`src/rtl/fifo_stim_driver_if.sv`:
```
// FIFO write/read-side bundle shared by the stimulus driver and the FIFO.
// master drives data and requests; slave returns the status flags.
interface fifo_stim_driver_if #(
  parameter int W = 16
) ();
  logic [W-1:0] data_in;
  logic         wr_en;
  logic         rd_en;
  logic         full;
  logic         empty;
  logic         wr_ack;
  logic         overflow;
  logic         underflow;

  modport master (
    output data_in, wr_en, rd_en,
    input  full, empty, wr_ack, overflow, underflow
  );

  modport slave (
    input  data_in, wr_en, rd_en,
    output full, empty, wr_ack, overflow, underflow
  );
endinterface

```
`src/rtl/fifo_stim_driver.sv`:
```
// FIFO stimulus engine: fill, overflow probe, drain, underflow probe, mixed.
// LFSR write data and saturating event counters for self-test comparison.
module fifo_stim_driver #(
  parameter int          FIFO_WIDTH   = 16,
  parameter int          FIFO_DEPTH   = 8,
  parameter int          MIXED_CYCLES = 64,
  parameter logic [15:0] LFSR_SEED    = 16'hACE1
) (
  input  logic        clk,
  input  logic        rst_n,
  input  logic        start,
  fifo_stim_driver_if.master bus,
  output logic        busy,
  output logic        done,
  output logic        error,
  output logic [15:0] wr_count,
  output logic [15:0] ack_count,
  output logic [15:0] ovf_count,
  output logic [15:0] udf_count
);

  localparam logic [15:0] TMO_LAST = 16'(4 * FIFO_DEPTH - 1);
  localparam logic [7:0]  CYC_LAST = 8'(MIXED_CYCLES - 1);

  typedef enum logic [2:0] {
    S_IDLE, S_FILL, S_OVER, S_DRAIN, S_UNDER, S_MIXED, S_DONE
  } state_t;

  state_t      state_q, state_d;
  logic [7:0]  cyc_q, cyc_d;
  logic [15:0] tmo_q, tmo_d;
  logic [15:0] lfsr_q, lfsr_nx;
  logic        wr_q, wr_d;
  logic        rd_q, rd_d;
  logic        busy_q, busy_d;
  logic        done_q, done_d;
  logic        err_q, err_d;
  logic        clr;
  logic [15:0] wcnt_q, acnt_q, ocnt_q, ucnt_q;

  function automatic logic [15:0] sat_inc(
    input logic [15:0] v,
    input logic        ev
  );
    return (ev && v != 16'hFFFF) ? v + 16'd1 : v;
  endfunction

  assign lfsr_nx = {lfsr_q[14:0],
                    lfsr_q[15] ^ lfsr_q[13] ^ lfsr_q[12] ^ lfsr_q[10]};

  // Outputs are registered decodes of the current state.
  always_comb begin
    state_d = state_q;
    cyc_d   = cyc_q;
    tmo_d   = tmo_q;
    err_d   = err_q;
    clr     = 1'b0;
    wr_d    = 1'b0;
    rd_d    = 1'b0;
    done_d  = 1'b0;
    busy_d  = (state_q != S_IDLE);
    unique case (state_q)
      S_IDLE: begin
        if (start) begin
          clr     = 1'b1;
          err_d   = 1'b0;
          tmo_d   = '0;
          state_d = S_FILL;
        end
      end
      S_FILL: begin
        wr_d  = 1'b1;
        tmo_d = tmo_q + 16'd1;
        if (bus.full) begin
          state_d = S_OVER;
        end else if (tmo_q == TMO_LAST) begin
          err_d   = 1'b1;
          tmo_d   = '0;
          state_d = S_DRAIN;
        end
      end
      S_OVER: begin
        wr_d    = 1'b1;
        tmo_d   = '0;
        state_d = S_DRAIN;
      end
      S_DRAIN: begin
        rd_d  = 1'b1;
        tmo_d = tmo_q + 16'd1;
        if (bus.empty) begin
          state_d = S_UNDER;
        end else if (tmo_q == TMO_LAST) begin
          err_d   = 1'b1;
          state_d = S_UNDER;
        end
      end
      S_UNDER: begin
        rd_d    = 1'b1;
        cyc_d   = '0;
        state_d = S_MIXED;
      end
      S_MIXED: begin
        wr_d  = (cyc_q[1:0] != 2'b11);
        rd_d  = (cyc_q[1:0] != 2'b00);
        cyc_d = cyc_q + 8'd1;
        if (cyc_q == CYC_LAST) state_d = S_DONE;
      end
      S_DONE: begin
        done_d  = 1'b1;
        state_d = S_IDLE;
      end
      default: state_d = S_IDLE;
    endcase
  end

  always_ff @(posedge clk or negedge rst_n) begin
    if (!rst_n) begin
      state_q <= S_IDLE;
      cyc_q   <= '0;
      tmo_q   <= '0;
      lfsr_q  <= LFSR_SEED;
      wr_q    <= 1'b0;
      rd_q    <= 1'b0;
      busy_q  <= 1'b0;
      done_q  <= 1'b0;
      err_q   <= 1'b0;
      wcnt_q  <= '0;
      acnt_q  <= '0;
      ocnt_q  <= '0;
      ucnt_q  <= '0;
    end else begin
      state_q <= state_d;
      cyc_q   <= cyc_d;
      tmo_q   <= tmo_d;
      wr_q    <= wr_d;
      rd_q    <= rd_d;
      busy_q  <= busy_d;
      done_q  <= done_d;
      err_q   <= err_d;
      if (clr)       lfsr_q <= LFSR_SEED;
      else if (wr_q) lfsr_q <= lfsr_nx;
      if (clr) begin
        wcnt_q <= '0;
        acnt_q <= '0;
        ocnt_q <= '0;
        ucnt_q <= '0;
      end else if (busy_q) begin
        wcnt_q <= sat_inc(wcnt_q, wr_q);
        acnt_q <= sat_inc(acnt_q, bus.wr_ack);
        ocnt_q <= sat_inc(ocnt_q, bus.overflow);
        ucnt_q <= sat_inc(ucnt_q, bus.underflow);
      end
    end
  end

  assign bus.data_in = lfsr_q[FIFO_WIDTH-1:0];
  assign bus.wr_en   = wr_q;
  assign bus.rd_en   = rd_q;
  assign busy        = busy_q;
  assign done        = done_q;
  assign error       = err_q;
  assign wr_count    = wcnt_q;
  assign ack_count   = acnt_q;
  assign ovf_count   = ocnt_q;
  assign udf_count   = ucnt_q;

endmodule
```
`src/flat_wrapper.sv`:
```
// flat-port wrapper written by rule: the top's interface ports become plain ports
module fifo_stim_driver_flat 
#(
  parameter int          FIFO_WIDTH   = 16,
  parameter int          FIFO_DEPTH   = 8,
  parameter int          MIXED_CYCLES = 64,
  parameter logic [15:0] LFSR_SEED    = 16'hACE1
)
  (clk, rst_n, start, busy, done, error, wr_count, ack_count, ovf_count, udf_count, bus_data_in, bus_wr_en, bus_rd_en, bus_full, bus_empty, bus_wr_ack, bus_overflow, bus_underflow);
  fifo_stim_driver_if bus_i ();
  input  logic clk;
  input  logic rst_n;
  input  logic start;
  output logic busy;
  output logic done;
  output logic error;
  output logic [15:0] wr_count;
  output logic [15:0] ack_count;
  output logic [15:0] ovf_count;
  output logic [15:0] udf_count;
  output wire logic [$bits(bus_i.data_in)-1:0] bus_data_in;
  output wire logic [$bits(bus_i.wr_en)-1:0] bus_wr_en;
  output wire logic [$bits(bus_i.rd_en)-1:0] bus_rd_en;
  input wire logic [$bits(bus_i.full)-1:0] bus_full;
  input wire logic [$bits(bus_i.empty)-1:0] bus_empty;
  input wire logic [$bits(bus_i.wr_ack)-1:0] bus_wr_ack;
  input wire logic [$bits(bus_i.overflow)-1:0] bus_overflow;
  input wire logic [$bits(bus_i.underflow)-1:0] bus_underflow;
  assign bus_data_in = bus_i.data_in;
  assign bus_wr_en = bus_i.wr_en;
  assign bus_rd_en = bus_i.rd_en;
  assign bus_i.full = bus_full;
  assign bus_i.empty = bus_empty;
  assign bus_i.wr_ack = bus_wr_ack;
  assign bus_i.overflow = bus_overflow;
  assign bus_i.underflow = bus_underflow;
  fifo_stim_driver #(.FIFO_WIDTH(FIFO_WIDTH), .FIFO_DEPTH(FIFO_DEPTH), .MIXED_CYCLES(MIXED_CYCLES), .LFSR_SEED(LFSR_SEED)) u_core (.clk(clk), .rst_n(rst_n), .start(start), .bus(bus_i), .busy(busy), .done(done), .error(error), .wr_count(wr_count), .ack_count(ack_count), .ovf_count(ovf_count), .udf_count(udf_count));
endmodule
```
`config.mk`:
```
export PLATFORM = sky130hd
export DESIGN_NAME = fifo_stim_driver_flat
export DESIGN_NICKNAME = d
export VERILOG_FILES = /design/src/rtl/fifo_stim_driver_if.sv /design/src/rtl/fifo_stim_driver.sv /design/src/flat_wrapper.sv
export SDC_FILE = /design/constraint.sdc
export NUM_CORES = 1
export LEC_CHECK = 0
export CAP_MARGIN = 20
export CORE_ASPECT_RATIO = 1.1
export CORE_MARGIN = 2
export CORE_UTILIZATION = 30
export CTS_CLUSTER_SIZE = 40
export DETAILED_ROUTE_END_ITERATION = 6
export SLEW_MARGIN = 10
export SYNTH_ARGS = -nofsm -noshare
export SYNTH_HDL_FRONTEND = slang
export SYNTH_SLANG_ARGS = --single-unit
```
`constraint.sdc`:
```
create_clock -name clk -period 1.98 [get_ports clk]
set_input_delay 0.396 -clock clk [delete_from_list [all_inputs] [get_ports clk]]
set_output_delay 0.396 -clock clk [all_outputs]
set_load 0.005 [all_outputs]
```
**Word level (Yosys, flattened, before mapping)**

Cells that the tools add are included.

- Eq/ne operators: 19
- Muxes and demuxes: 36
- Bitwise operators: 3
- Reduce and logical (&&, ||, !) cells: 25
- Add/sub/neg operators: 6

Operators with widths:

| kind | count |
|---|---|
| two-way mux 16 bit | 17 |
| adder 16 x 1 -> 16 bit, second input constant | 5 |
| inequality test 16 bit, second input constant | 4 |
| one-hot mux 16 bit (4 select lines) | 1 |
| two-way mux 3 bit | 6 |
| one-hot mux 3 bit (6 select lines) | 1 |
| == test 16 x 5 -> 1 bit, second input constant | 1 |
| one-hot mux 8 bit (2 select lines) | 1 |
| nonzero test 2 bit | 8 |
| AND reduction 2 bit | 5 |
| == test 3 bit, second input constant | 3 |
| adder 8 x 1 -> 8 bit, second input constant | 1 |
| == test 8 x 6 -> 1 bit, second input constant | 1 |
| inequality test 2 bit, second input constant | 4 |
| AND reduction 4 bit | 2 |
| two-way mux 1 bit | 7 |
| == test 3 x 2 -> 1 bit, second input constant | 2 |
| inequality test 3 x 2 -> 1 bit, second input constant | 2 |
| nonzero test 3 bit | 2 |
| logical AND 1 bit | 4 |
| one-hot mux 1 bit (2 select lines) | 2 |
| nonzero test 4 bit | 1 |
| OR reduction 2 bit | 2 |
| == test 3 x 1 -> 1 bit, second input constant | 1 |
| 4 further kinds | 6 |

- Output and inout bits: 85
- Input bits: 8
- Word-level logic and storage cells: 102
- Flip-flop bits (word level): 112

**Logic depth before layout (Yosys ltp)**

- Depth after elaboration: 5
- Depth in mapped cells: 7
- Mapped depth without buffers: 6

**Least setup slack after synthesis**

No wires, ideal clock.

- Kind: register -> register
- From: reg u_core.tmo_q[0]
- To: reg u_core.tmo_q[10]
- Data required time: 1.859 ns
- Buffers on the path: 1
- Slack: 0.029 ns
- Arrival: 1.830 ns
- Clock period less this slack: 1.951 ns
- Library setup time: 0.121 ns
- Stages on the path, launching flop included: 8
- Cell sequence: dfrtp_1 -> ha_1 -> and4_1 -> and4_1 -> clkbuf_1 -> and3_1 -> mux2_2 -> a22o_1

- Word-level cells in the longest chain between the ends: 4
- Elaborated cells between the ends (all ways): 5
- Classes of those cells: add/sub: 1; eq/ne: 1; mux: 3

RTL lines:

| what | line | RTL |
|---|---|---|
| start, declared | fifo_stim_driver.sv:31 | `logic [15:0] tmo_q, tmo_d;` |
| start signal, assigned | fifo_stim_driver.sv:134 | `tmo_q <= tmo_d;` |
| adder 16 x 1 -> 16 bit or == test 16 x 5 -> 1 bit (tied branches) | fifo_stim_driver.sv:73, fifo_stim_driver.sv:89, fifo_stim_driver.sv:76 |  |
| two-way mux 16 bit | fifo_stim_driver.sv:76 | `end else if (tmo_q == TMO_LAST) begin` |
| two-way mux 16 bit | fifo_stim_driver.sv:74 | `if (bus.full) begin` |
| one-hot mux 16 bit (4 select lines) * | fifo_stim_driver.sv:62 | `unique case (state_q)` |

Every way passes the cells marked *; elsewhere a longest branch is shown, timed or not.
A chain may end at the register's enable or synchronous reset.

**Worst setup path after layout**

- From: reg u_core.state_q[2]
- To: reg u_core.ocnt_q[13] (netlist: u_core.ovf_count[13])

- Word-level cells in the longest chain between the ends: 4
- Elaborated cells between the ends (all ways): 6
- Classes of those cells: mux: 2; reduce/logical: 4

RTL lines:

| what | line | RTL |
|---|---|---|
| start, declared | fifo_stim_driver.sv:29 | `state_t state_q, state_d;` |
| start signal, assigned | fifo_stim_driver.sv:132 | `state_q <= state_d;` |
| zero test 3 bit * | fifo_stim_driver.sv:62 |  |
| two-way mux 1 bit * | fifo_stim_driver.sv:62 |  |
| nonzero test 2 bit (no line) | -- |  |
| AND reduction 2 bit (no line) | -- |  |
| end signal, assigned | fifo_stim_driver.sv:150 | `ocnt_q <= sat_inc(ocnt_q, bus.overflow);` |
| end, declared | fifo_stim_driver.sv:39 | `logic [15:0] wcnt_q, acnt_q, ocnt_q, ucnt_q;` |

Marks and branches as above.

==> flow_metrics.tcl <==
set metrics [dict create \
    status "completed" \
    cts_tree "done" \
    cpMaxStageDelayCell "or4b_4" \
    slew-limit-headroom_pct 69.81 \
    worstPathCellList "or4b_4, a2111oi_4, o2111ai_2, xor2_1, nor2_2" \
    area_growth_pct 33.17 \
    wirelength_mm 14.85 \
    place_inst 1009 \
    setup_viol 0 \
    dieArea_um2 20880 \
    vdd_ir_drop_max_mv 0.6693 \
    grt_pass1_vias 4852 \
    place_congestion 0.7773 \
    synth.top_cell.area_share_pct 43.95 \
    numPortBuffers 92 \
    dr.pass1.iters 4 \
    ant_nets 0 \
    syn-cell-area_um2 5922 \
    drtIter0Drc 204 \
    yosys_warnings 0 \
    fp.dieW_um 138.0 \
    vias_per_cell 4.919 \
    grt_max_degree 66 \
    critPathRequiredTime_ns 2.24 \
    synthTopCellsByCount "dfrtp_1, nor2_1, nand2_1, nand3_1, xnor2_1" \
    synthArstFlopShare_pct 100.0 \
    critPathLaunchType "register" \
    fill_cells 1948 \
    cts_buffers 9 \
    yosysUniqueCellTypes 59 \
    gr-total-overflow 0 \
    powerDensity_nw_per_um2 1159 \
    hp-class "in -> async" \
    holdWs_ns 0.4741 \
    cp_max_fo 3 \
    ys_ff_latch 112 \
    drc 0 \
    post-route-min-period_ns 1.972 \
    avgRoutedWirePerCell_um 14.48 \
    nNetsFinal 789 \
    hold_violations 0 \
    cts.path.max_buffers 2 \
    synthTopCellsByArea "dfrtp_1, nor2_1, xnor2_1" \
    antenna_found_initial 0 \
    start_util_pct 30.79 \
    rows 53 \
    grt.total_usage_pct 14.80 \
    synth-main-ff-cell "dfrtp_1" \
    cp_num_buf_inv 0 \
    core_area_um2 19230 \
    num_antenna_cells 0 \
    drive_gt1_share_pct 15.40 \
    critPathMaxStageDelay_ns 0.58 \
    met2WireLength_mm 6.828 \
    path_clk_slew_ns 0.09 \
    yosysSeqAreaShare_pct 47.50 \
    cts_root_buf "clkbuf_16" \
    drv_cap 0 \
    fmax_mhz 507.2 \
    end_kind "register" \
    rsz0062_at_grt "true" \
    via_count 5047 \
    cts_max_level 3 \
    worst_slew_pin_slew_ns 0.4488 \
    synth_edf_count 0 \
    synth_nets 643 \
    fin_crit_sh_pct 99.59 \
    stdcell_area_um2 7886 \
    finClkSkew_ns 0.01114 \
    p_leak_nw 3.365 \
    placed_cell_area_um2 7564 \
    cpLargestDelayFamily "compound AO/OA/AOI/OAI gates" \
    clock-sinks 112 \
    fin_ws_ns 0.008202 \
    pre_cts_ws_ns -0.3771 \
    ios 93 \
    die_y_um 151.4 \
    path_class "reg -> reg" \
    layout.cells.non_filler 1026 \
    ff2ff_setup_slack_ns 0.008 \
    synth.most_common_cell "dfrtp_1" \
    met3_length_um 454 \
    synthesis.area_per_instance_um2 9.430 \
    grt_pass1_wl_mm 24.56 \
    finalMaxSlewViolations 0 \
    clock_latency_ns 0.36 \
    highest_layer "met4" \
    dp_hpwl_mm 10.89 \
    wirelength_met1_mm 7.321 \
    synthCells 628 \
    cp.arrival_ns 2.23 \
    yosysTopAreaCell "dfrtp_1" \
]
==> state kept, by name (all words and copies together), names as in the netlist <==
name                flops
u_core.done             1
u_core.cyc_q            8
u_core.ack_count       16
u_core.bus.rd_en        1
u_core.wr_count        16
u_core.busy             1
u_core.tmo_q           16
u_core.bus.data_in     16
u_core.ovf_count       16
u_core.state_q          3
u_core.udf_count       16
u_core.bus.wr_en        1
u_core.error            1
==> report_power, final <==
part	switching [mW]	internal (mW)	total, mW	leakage (nW)
Combinational	1.81	1.96	3.77	1.77
Sequential	0.592	2.92	3.52	1.45
Clock	0.956	0.898	1.85	0.144
==> final timing paths <==
check | cells after the start | end | from
worst min-delay path | 2 | u_core.wr_count[4]$_DFFE_PN0P_ | rst_n
worst max register to register | 5 | u_core.ovf_count[13]$_DFFE_PN0P_ | u_core.state_q[2]$_DFFE_PN0P_
max in group asynchronous | 3 | u_core.busy$_DFF_PN0_ | rst_n
worst max-delay path | 5 | u_core.ovf_count[13]$_DFFE_PN0P_ | u_core.state_q[2]$_DFFE_PN0P_
min in group clk | 3 | u_core.state_q[0]$_DFFE_PN0P_ | start
worst min register to register | 2 | u_core.error$_DFFE_PN0P_ | u_core.error$_DFFE_PN0P_
==> routing by layer <==
layer  global-route usage [%]  up-vias
li1                         -     2526
met4                    5.102        0
met5                        0        -
met2                    23.69       80
met1                    20.33     2428
met3                    2.309       13
==> logic make-up (layout without fill, tap and decap cells) <==
| logic type | after synthesis | count (layout) | synth area share [%] |
|---|---|---|---|
| AO/OA/AOI/OAI | 97 | 97 | 10.86 |
| XOR/XNOR | 54 | 54 | 7.986 |
| adder cells (fa/ha/maj) | 7 | 7 | 1.479 |
| AND/OR/NAND/NOR | 293 | 293 | 24.80 |
| flip-flops | 112 | 112 | 47.50 |
| multiplexers | 27 | 27 | 4.627 |
| buffers and inverters | 38 | 189 | 2.747 |
==> placed cells by master (no fill, tap or decap), types with 3 or more instances in the layout <==
cell / netlist / layout
clkdlybuf4s50_1: 0 / 90
a211oi_1: 7 / 7
or2_2: 4 / 4
nor3_1: 16 / 16
nand4_1: 17 / 17
ha_1: 7 / 6
xor2_1: 18 / 18
buf_4: 0 / 69
nor2_1: 85 / 85
nand3_1: 36 / 36
o211ai_1: 7 / 7
and4_1: 10 / 10
and3_1: 11 / 11
nor4_1: 11 / 11
nand2b_1: 3 / 3
a31oi_1: 4 / 4
mux2i_1: 24 / 24
inv_1: 10 / 10
a21oi_1: 31 / 31
mux2_2: 3 / 3
dfrtp_1: 104 / 103
dfstp_2: 8 / 8
inv_8: 0 / 3
o31ai_1: 3 / 3
xnor2_1: 36 / 36
clkbuf_16: 0 / 9
or3_1: 4 / 4
and2_1: 3 / 3
or4_1: 5 / 5
nand2_1: 71 / 71
nor3b_1: 3 / 3
o21ai_0: 25 / 25
==> metrics by stage <==
stage	util (%)	power [mW]	setup TNS, ns
2_1_floorplan	-	5.416	0
3_3_place_gp	39.33	7.284	-2.763
3_5_place_dp	39.33	7.354	-3.094
4_1_cts	40.94	9.257	0
5_1_grt	41.01	9.876	-0.06707
6_report	41.01	9.141	0
==> layout make-up <==
cell class | instances | area [um2] | share of cell area [%]
Clock buffer | 9 | 225.2 | 2.856
Clock inverter | 7 | 75.07 | 0.9519
Inverter | 11 | 41.29 | 0.5236
Multi-Input combinational cell | 478 | 2960 | 37.54
Sequential cell | 112 | 2814 | 35.68
Tap cell | 247 | 309.0 | 3.919
Timing Repair Buffer | 162 | 1461 | 18.53
==> repair_timing <==
item | CTS | global route
hold endpoints to repair | 19 | 0
gates resized for setup | 0 | 4
setup buffers | 0 | 0
hold buffers | 1 | 0
endpoints found under the setup margin | 0 | 4
Power figures use the tool's default switching activity.
